==> src/rtl/raystore_arb.sv <==
// Shares one raystore between NUM_RD round-robin read requesters and two priority-merged write sources.
// RID_W / RAY_W give the widths of rayID_t / ray_vec_t; read responses are routed back by a tag in the sideband MSBs.
module raystore_arb #(
  parameter int NUM_RD   = 3,
  parameter int SB_WIDTH = 8,
  parameter int RID_W    = 8,
  parameter int RAY_W    = 32,
  parameter int TAG_W    = (NUM_RD > 1) ? $clog2(NUM_RD) : 1
) (
  input  logic                         clk,
  input  logic                         rst,
  input  logic [NUM_RD-1:0]            rd_valid,
  input  logic [NUM_RD*RID_W-1:0]      rd_raddr,
  input  logic [NUM_RD*SB_WIDTH-1:0]   rd_sb_data,
  output logic [NUM_RD-1:0]            rd_stall,
  output logic                         rs_us_valid,
  output logic [RID_W-1:0]             rs_raddr,
  output logic [SB_WIDTH+TAG_W-1:0]    rs_us_sb_data,
  input  logic                         rs_us_stall,
  input  logic                         rs_ds_valid,
  input  logic [SB_WIDTH+TAG_W-1:0]    rs_ds_sb_data,
  input  logic [RAY_W-1:0]             rs_ds_rd_data,
  output logic                         rs_ds_stall,
  output logic [NUM_RD-1:0]            ds_valid,
  output logic [SB_WIDTH-1:0]          ds_sb_data,
  output logic [RAY_W-1:0]             ds_rd_data,
  input  logic [NUM_RD-1:0]            ds_stall,
  input  logic                         wa_we,
  input  logic [RID_W-1:0]             wa_waddr,
  input  logic [RAY_W-1:0]             wa_wdata,
  input  logic                         wb_we,
  input  logic [RID_W-1:0]             wb_waddr,
  input  logic [RAY_W-1:0]             wb_wdata,
  output logic                         wb_stall,
  output logic                         rs_we,
  output logic [RID_W-1:0]             rs_waddr,
  output logic [RAY_W-1:0]             rs_wdata
);

  logic                req_v_q, req_v_d;
  logic [RID_W-1:0]    raddr_q, raddr_d;
  logic [SB_WIDTH-1:0] sb_q, sb_d;
  logic [TAG_W-1:0]    tag_q, tag_d;
  logic [TAG_W-1:0]    ptr_q, ptr_d;
  logic                we_q, we_d;
  logic [RID_W-1:0]    waddr_q, waddr_d;
  logic [RAY_W-1:0]    wdata_q, wdata_d;

  logic [RID_W-1:0]    raddr_a [NUM_RD];
  logic [SB_WIDTH-1:0] sb_a    [NUM_RD];
  logic                load, gnt_v;
  logic [TAG_W-1:0]    gnt, idx, rsp_tag;

  assign load    = ~req_v_q | ~rs_us_stall;
  assign rsp_tag = rs_ds_sb_data[SB_WIDTH +: TAG_W];

  // Scan downward so the last hit is the nearest requester after ptr.
  always_comb begin
    gnt_v = 1'b0;
    gnt   = '0;
    idx   = '0;
    for (int k = NUM_RD; k >= 1; k--) begin
      idx = TAG_W'((int'(ptr_q) + k) % NUM_RD);
      if (rd_valid[idx]) begin
        gnt_v = 1'b1;
        gnt   = idx;
      end
    end
  end

  for (genvar i = 0; i < NUM_RD; i++) begin : g_lane
    assign raddr_a[i]  = rd_raddr[i*RID_W +: RID_W];
    assign sb_a[i]     = rd_sb_data[i*SB_WIDTH +: SB_WIDTH];
    assign rd_stall[i] = rd_valid[i] & ~(~rst & load & gnt_v & (gnt == TAG_W'(i)));
    assign ds_valid[i] = rs_ds_valid & (rsp_tag == TAG_W'(i));
  end

  assign ds_sb_data  = rs_ds_sb_data[SB_WIDTH-1:0];
  assign ds_rd_data  = rs_ds_rd_data;
  assign rs_ds_stall = |(ds_valid & ds_stall);

  always_comb begin
    req_v_d = req_v_q;
    raddr_d = raddr_q;
    sb_d    = sb_q;
    tag_d   = tag_q;
    ptr_d   = ptr_q;
    if (load) begin
      req_v_d = gnt_v;
      if (gnt_v) begin
        raddr_d = raddr_a[gnt];
        sb_d    = sb_a[gnt];
        tag_d   = gnt;
        ptr_d   = gnt;
      end
    end
  end

  always_comb begin
    we_d    = wa_we | wb_we;
    waddr_d = waddr_q;
    wdata_d = wdata_q;
    if (wa_we) begin
      waddr_d = wa_waddr;
      wdata_d = wa_wdata;
    end else if (wb_we) begin
      waddr_d = wb_waddr;
      wdata_d = wb_wdata;
    end
  end

  assign wb_stall = wb_we & (wa_we | rst);

  always_ff @(posedge clk) begin
    if (rst) begin
      req_v_q <= 1'b0;
      raddr_q <= '0;
      sb_q    <= '0;
      tag_q   <= '0;
      ptr_q   <= TAG_W'(NUM_RD - 1);
      we_q    <= 1'b0;
      waddr_q <= '0;
      wdata_q <= '0;
    end else begin
      req_v_q <= req_v_d;
      raddr_q <= raddr_d;
      sb_q    <= sb_d;
      tag_q   <= tag_d;
      ptr_q   <= ptr_d;
      we_q    <= we_d;
      waddr_q <= waddr_d;
      wdata_q <= wdata_d;
    end
  end

  assign rs_us_valid   = req_v_q;
  assign rs_raddr      = raddr_q;
  assign rs_us_sb_data = {tag_q, sb_q};
  assign rs_we         = we_q;
  assign rs_waddr      = waddr_q;
  assign rs_wdata      = wdata_q;

endmodule

==> config.mk <==
export PLATFORM = sky130hd
export DESIGN_NAME = raystore_arb
export DESIGN_NICKNAME = d
export VERILOG_FILES = /design/src/rtl/raystore_arb.sv
export SDC_FILE = /design/constraint.sdc
export NUM_CORES = 1
export LEC_CHECK = 0
export ABC_CLOCK_PERIOD_IN_PS = 6450
export CORE_MARGIN = 2
export CORE_UTILIZATION = 29
export DETAILED_ROUTE_END_ITERATION = 10
export MAX_ROUTING_LAYER = met4
export PLACE_DENSITY = 0.71
export SYNTH_ARGS = -nofsm -noshare
export SYNTH_HDL_FRONTEND = slang
export SYNTH_SLANG_ARGS = --single-unit
==> constraint.sdc <==
create_clock -name clk -period 6.45 [get_ports clk]
set_input_delay 0.9675 -clock clk [delete_from_list [all_inputs] [get_ports clk]]
set_output_delay 0.9675 -clock clk [all_outputs]
set_load 0.03 [all_outputs]
==> run summary, run 1 <==
run status -> complete, no violations
Critical-path top delay cell -> or3b_1
average wire per cell in the routed design -> 16.32 um
flop-to-flop setup slack -> 3.51 ns
Chip Width -> 118.8 um
portion of the clock cycle consumed by the worst path in the final layout -> 0.7378
layout net count -> 812
1st-pass router iterations -> 5
Yosys reg bits -> 61
maximum buffer depth of the clock tree -> 2
antenna violations before repair -> 0
maximum number of pins on one net before global-route repair -> 83
input/output buffers -> 209
worst-case reg-to-reg path depth -> 8
combined area of all synthesized cells -> 0.003820 mm^2
worst path setup slack after routing -> 1.691 ns
highest fanout seen on the critical path -> 17
Worst VDD drop -> 0.0003050 V
fin area -> 0.006013 mm^2
number of setup buffers added after CTS -> 0
Relative slew margins -> 0.2944
number of clock sinks seen by CTS -> 61
total clock buffers created by CTS -> 9
cell leakage power -> 2.350 nW
count of final setup violators -> 0
power density relative to cell area -> 347.8 mW/mm^2
TritonCTS clock tree -> built
Post-CTS Hold Buffers -> 0
row count -> 41
growth of design area from synthesis to finish -> 57.42%
share of layout cells above drive strength 1 -> 0.06984
clock-pin slew reported for the worst setup and hold paths after clock tree synthesis -> 0.05 ns
worst-skew pair later-pin latency -> 0.33 ns
detailed-route vias per instance -> 4.941
Crit path largest cell delay -> 0.63 ns
count leader, synth -> nor2_1
via count of the first global-routing pass -> 3842
final count of pins violating max slew -> 0
synthesis warning total -> 0
number of buffer and inverter stages on the critical path -> 3
nature of the critical path startpoint -> input port
Final Instance Count excl. Fillers -> 802
post-placement cell count -> 787
setup skew after layout -> 0.007351 ns
total length of routed wires -> 13090 um
die area -> 0.01411 mm^2
leading cell types by count after synthesis -> nor2_1, dfxtp_1, mux2i_1, a21oi_1, buf_4
type of the tightest min-delay check -> reg2reg
Critical Path Most Common Cell -> clkdlybuf4s50_1
Final Hold Vio Count -> 0
net count after synthesis -> 664
post-placement cell area -> 0.005679 mm^2
CP top delay family -> buffers and inverters
Post-synth EDFFs -> 0
cell-by-cell listing of the critical path -> clkdlybuf4s50_1 > inv_1 > mux2_2 > or3b_1 > a311oi_1 > a21oi_2 > clkdlybuf4s50_1
Area contributors post-synth -> dfxtp_1, mux2i_1, nor2_1
overall via count from detail_route -> 3963
unique cell type count in the Yosys netlist -> 45
Core Region -> 0.01272 mm^2
post-detailed-placement half-perimeter wirelength -> 9891 um
# resized after CTS -> 0
Place WS -> 1.733 ns
violation count after the first detailed-routing iteration -> 270
kind of end point of the critical path -> output pin
time the worst path needs with I/O delays and setup -> 4.759 ns
total global routing overflow -> 0
initial standard-cell utilization of the core -> 0.3003
Overall Global Routing Usage -> 0.1858
first-pass GRT wire length -> 20340 um
deepest level of the CTS H-tree -> 3
final sum of negative setup slack -> 0 ns
Synth top area share -> 0.3197
Reg-to-Reg End -> rs_raddr[2]$_SDFFE_PP0P_
Clk Tree Root Cell -> clkbuf_16
Endpoint, Worst Hold -> sb_q[4]$_SDFFE_PP0P_
maximum clock frequency -> 210.1 MHz
final antenna diode count -> 0
R2R Path Start -> tag_q[0]$_SDFFE_PP0P_
top_reg_cell synth -> dfxtp_1
Worst EP required -> 5.48 ns
I/O pin cnt -> 290
Residual DRC -> 0
average size of a mapped cell -> 7.991 um^2
hold-critical path depth -> 2
transition time at the pin with the least slew margin -> 1.054 ns
share of synthesized flip-flops with an asynchronous set or reset -> 0
hold wc startpoint -> sb_q[4]$_SDFFE_PP0P_
Post-Synthesis Cells -> 478
Seq/Total Area, Yosys -> 0.3197
setup repair after global routing missed its margin -> false
Die Height -> 118.8 um
signal arrival time at the worst endpoint -> 3.79 ns
post-synthesis cell type with the largest combined area -> dfxtp_1
Post-DRT Antenna Nets -> 0
number of max-cap violations -> 0
CP Class -> in2out
final estimated routing congestion in global placement -> 0.8958
## cells in the final DEF, fill, tap and decap left out, types with 7 or more instances in the layout
cell             instances
a221oi_1                16
o21ai_2                  8
o21ai_0                 20
o21ai_1                  7
clkdlybuf4s50_1        206
and3_1                  16
nand3_1                 16
nand4_1                 16
dfxtp_1                 61
a21oi_1                 42
nand2_1                 18
nor2_1                  87
mux2i_1                 45
clkbuf_16                9
## state kept, by name, indices dropped and copies added, names as in the netlist
signal	flops
rs_wdata	32
rs_raddr	8
rs_waddr	8
sb_q	8
tag_q	2
ptr_q	1
rs_us_valid	1
rs_we	1
## worst min-delay path: stages (launching register included)
cell and delay (ns):
dfxtp_1 0.32, nand2_1 0.05, o21ai_0 0.05
## power breakdown
| part | switching, mW | leakage [nW] | internal [mW] |
|---|---|---|---|
| Clock | 0.173 | 0.161 | 0.367 |
| Combinational | 0.593 | 1.68 | 0.461 |
| Sequential | 0.0432 | 0.505 | 0.453 |
| Total | 0.809 | 2.35 | 1.28 |
## how the worst max path moves through the flow
stage | from | to | slack, ns | cells past startpoint
2_1_floorplan | rd_valid[0] | rd_stall[1] | 2.86 | 7
3_3_place_gp | rd_valid[1] | rd_stall[1] | 1.79 | 7
3_5_place_dp | rd_valid[1] | rd_stall[1] | 1.73 | 7
4_1_cts | rd_valid[1] | rd_stall[1] | 1.71 | 7
5_1_grt | rd_valid[1] | rd_stall[1] | 1.59 | 7
6_report | rd_valid[1] | rd_stall[1] | 1.69 | 7
## stage by stage
| step | hold WS [ns] | utilization | power [mW] |
|---|---|---|---|
| detailed placement | 0.4466 | 0.4464 | 1.550 |
| floorplan | 0.5147 | - | 1.250 |
| finish | 0.4527 | 0.4727 | 2.092 |
| global route | 0.4744 | 0.4727 | 2.210 |
| CTS | 0.4566 | 0.4727 | 2.106 |
| global placement | 0.4434 | 0.4464 | 1.518 |
## layout make-up
class                      instances  area [um^2]
clock buffer                      12        266.5
clock inverter                     3        67.56
fill                            1267         6709
inverter                           5        18.77
multi-input combinational        335         2110
sequential                        61         1221
tap                              172        215.2
timing repair buffer             214         2115
## kinds of logic (layout without fill, tap and decap cells)
family / after synthesis / in the layout / share of synthesized area
buffers and inverters: 82 / 234 / 0.1300
AND/OR/NAND/NOR: 175 / 175 / 0.2204
multiplexers: 49 / 49 / 0.1313
flip-flops: 61 / 61 / 0.3197
adder cells (fa/ha/maj): 4 / 4 / 0.01310
AO/OA/AOI/OAI: 107 / 107 / 0.1854
## per-layer routing
layer  GRT usage  share of wire
met3     0.04585          0.069
met1      0.2068           0.38
met2      0.3172           0.52
met4     0.07664          0.024
met5           -              0
Note: power is estimated with default switching activity, not from simulation.
==> run 2, diff against run 1 <==
ABC_CLOCK_PERIOD_IN_PS = 4700   (was 6450)
clock period = 4.7 ns   (was 6.45 ns; I/O delays follow)
==> run summary, run 2 (synthesis results as in run 1) <==
commonest non-fill, non-tap cells in the layout -> clkdlybuf4s50_1, nor2_1, dfxtp_1
post-detailed-placement half-perimeter wirelength -> 9690 um (-2.0%)
final estimated routing congestion in global placement -> 0.8832 (-1.4%)
Post-DRT Antenna Nets -> 0 (unchanged)
count of final setup violators -> 0 (unchanged)
average wire per cell in the routed design -> 15.99 um (-2.0%)
number of clock sinks seen by CTS -> 61 (unchanged)
share of layout cells above drive strength 1 -> 0.07109 (+0.001249)
fin area -> 0.005988 mm^2 (-0.42%)
Residual DRC -> 0 (unchanged)
number of flip-flops under the largest register name -> 32 (unchanged)
share of total power in combinational logic -> 0.522 (+0.018)
wire length on met1 -> 5006 um (-0.26%)
total global routing overflow -> 0 (unchanged)
worst-case reg-to-reg path depth -> 8 (unchanged)
Chip Width -> 118.8 um (unchanged)
worst-skew pair later-pin latency -> 0.32 ns (about the same)
Place WS -> 0.6107 ns (-1.122 ns)
row count -> 41 (unchanged)
Core Region -> 0.01272 mm^2 (unchanged)
die area -> 0.01411 mm^2 (unchanged)
kind of end point of the critical path -> output pin
number of setup buffers added after CTS -> 0 (unchanged)
clock-pin slew reported for the worst setup and hold paths after clock tree synthesis -> 0.05 ns (about the same)
type of the tightest min-delay check -> reg2reg
violation count after the first detailed-routing iteration -> 244 (-9.6%)
overall via count from detail_route -> 3971 (+0.20%)
final count of pins violating max slew -> 0 (unchanged)
highest fanout seen on the critical path -> 19 (+2)
register share of total power -> 0.244 (+0.007)
switching power total -> 1.104 mW (+36%)
detailed-route vias per instance -> 4.933 (-0.17%)
Die Height -> 118.8 um (unchanged)
input/output buffers -> 209 (unchanged)
initial standard-cell utilization of the core -> 0.3003 (unchanged)
CP Class -> reg2out
metal2 WL -> 6640 um (-3.0%)
first-pass GRT wire length -> 19930 um (-2.0%)
Worst EP required -> 3.99 ns (-1.49 ns)
portion of the clock cycle consumed by the worst path in the final layout -> 0.8811
I/O pin cnt -> 290 (unchanged)
Worst VDD drop -> 0.0003974 V (+30%)
1st-pass router iterations -> 5 (unchanged)
maximum buffer depth of the clock tree -> 2 (unchanged)
total clock buffers created by CTS -> 9 (unchanged)
power density relative to cell area -> 465.9 mW/mm^2 (+34%)
final sum of negative setup slack -> 0 ns (unchanged)
maximum clock frequency -> 241.5 MHz
cell leakage power -> 2.341 nW (-0.41%)
nature of the critical path startpoint -> flip-flop
setup repair after global routing missed its margin -> false
via count of the first global-routing pass -> 3837 (-0.13%)
commonest non-fill, non-tap cell in the layout -> clkdlybuf4s50_1
hold-critical path depth -> 2 (unchanged)
Relative slew margins -> 0.3131 (+0.01867)
layout net count -> 814 (+0.25%)
share of power burned in the clock network -> 0.234 (-0.024)
Internal Dissipation -> 1.686 mW (+31%)
Final Hold Vio Count -> 0 (unchanged)
Overall Global Routing Usage -> 0.1814 (-0.004411)
worst hold margin -> 0.4456 ns (-0.007094 ns)
wire length on met3 -> 863 um (-4.1%)
Clk Tree Root Cell -> clkbuf_16
time the worst path needs with I/O delays and setup -> 4.141 ns
maximum number of pins on one net before global-route repair -> 82 (-1.2%)
highest signal layer in the routed design -> met4
antenna violations before repair -> 0 (unchanged)
run status -> complete, no violations
final antenna diode count -> 0 (unchanged)
post-placement cell area -> 0.005694 mm^2 (+0.26%)
signal arrival time at the worst endpoint -> 3.44 ns (-0.35 ns)
TritonCTS clock tree -> built
setup skew after layout -> 0.003819 ns (-0.003533 ns)
worst path setup slack after routing -> 0.5587 ns (-1.132 ns)
# resized after CTS -> 0 (unchanged)
total length of routed wires -> 12870 um (-1.7%)
growth of design area from synthesis to finish -> 56.76%
transition time at the pin with the least slew margin -> 1.026 ns (-0.02789 ns)
switching part of the total power -> 0.3956 (+0.008720)
number of max-cap violations -> 0 (unchanged)
Post-CTS Hold Buffers -> 0 (unchanged)
deepest level of the CTS H-tree -> 3 (unchanged)
run 2: cell types whose count changed in the layout (fill, tap and decap cells not counted), sizes merged:
cell    before  now
buf          8   10
clkinv       0    2
bufinv       2    1
run 2: critical path, cell delays in order (launching register included):
cell	delay (ns)
dfxtp_1	0.38
inv_1	0.10
ha_1	0.48
mux2_4	0.35
mux2_4	0.32
o31a_4	0.38
nor2b_4	0.22
a21boi_2	0.19
clkdlybuf4s50_1	0.69
run 2: metal layers:
metal	vias up	track usage
met5	-	-
met4	0	0.07143
met3	35	0.05502
met2	174	0.3107
met1	1823	0.1961
li1	1939	-
run 2: path summary, 6_finish.rpt:
path,to,from,slack (ns)
max,rd_stall[2],tag_q[0]$_SDFFE_PP0P_,0.56
min,rs_raddr[4]$_SDFFE_PP0P_,rs_raddr[4]$_SDFFE_PP0P_,0.45
max reg2reg,rs_raddr[0]$_SDFFE_PP0P_,tag_q[0]$_SDFFE_PP0P_,1.81
min reg2reg,rs_raddr[4]$_SDFFE_PP0P_,rs_raddr[4]$_SDFFE_PP0P_,0.45
run 2: per-stage QoR:
stage | utilization | std cells | total power [mW]
6_report | 0.4707 | 805 | 2.790
4_1_cts | 0.4707 | 805 | 2.811
2_1_floorplan | - | 478 | 1.716
5_1_grt | 0.4707 | 805 | 2.951
3_5_place_dp | 0.4476 | 789 | 2.139
3_3_place_gp | 0.4476 | 789 | 2.093
run 2: power groups by stage:
stage,clock network [mW],registers [mW],logic [mW]
after CTS,0.678,0.681,1.45
after global placement,0,0.686,1.41
final,0.653,0.680,1.46
after global routing,0.697,0.691,1.56
after floorplan,0,0.868,0.847
after detailed placement,0,0.691,1.45
run 2: final cells by class:
class / count / area [um^2]
Clock buffer: 12 / 246.5
Clock inverter: 4 / 47.55
Fill cell: 1257 / 6734
Inverter: 5 / 18.77
Multi-Input combinational cell: 335 / 2110
Sequential cell: 61 / 1221
Tap cell: 172 / 215.2
Timing Repair Buffer: 216 / 2130
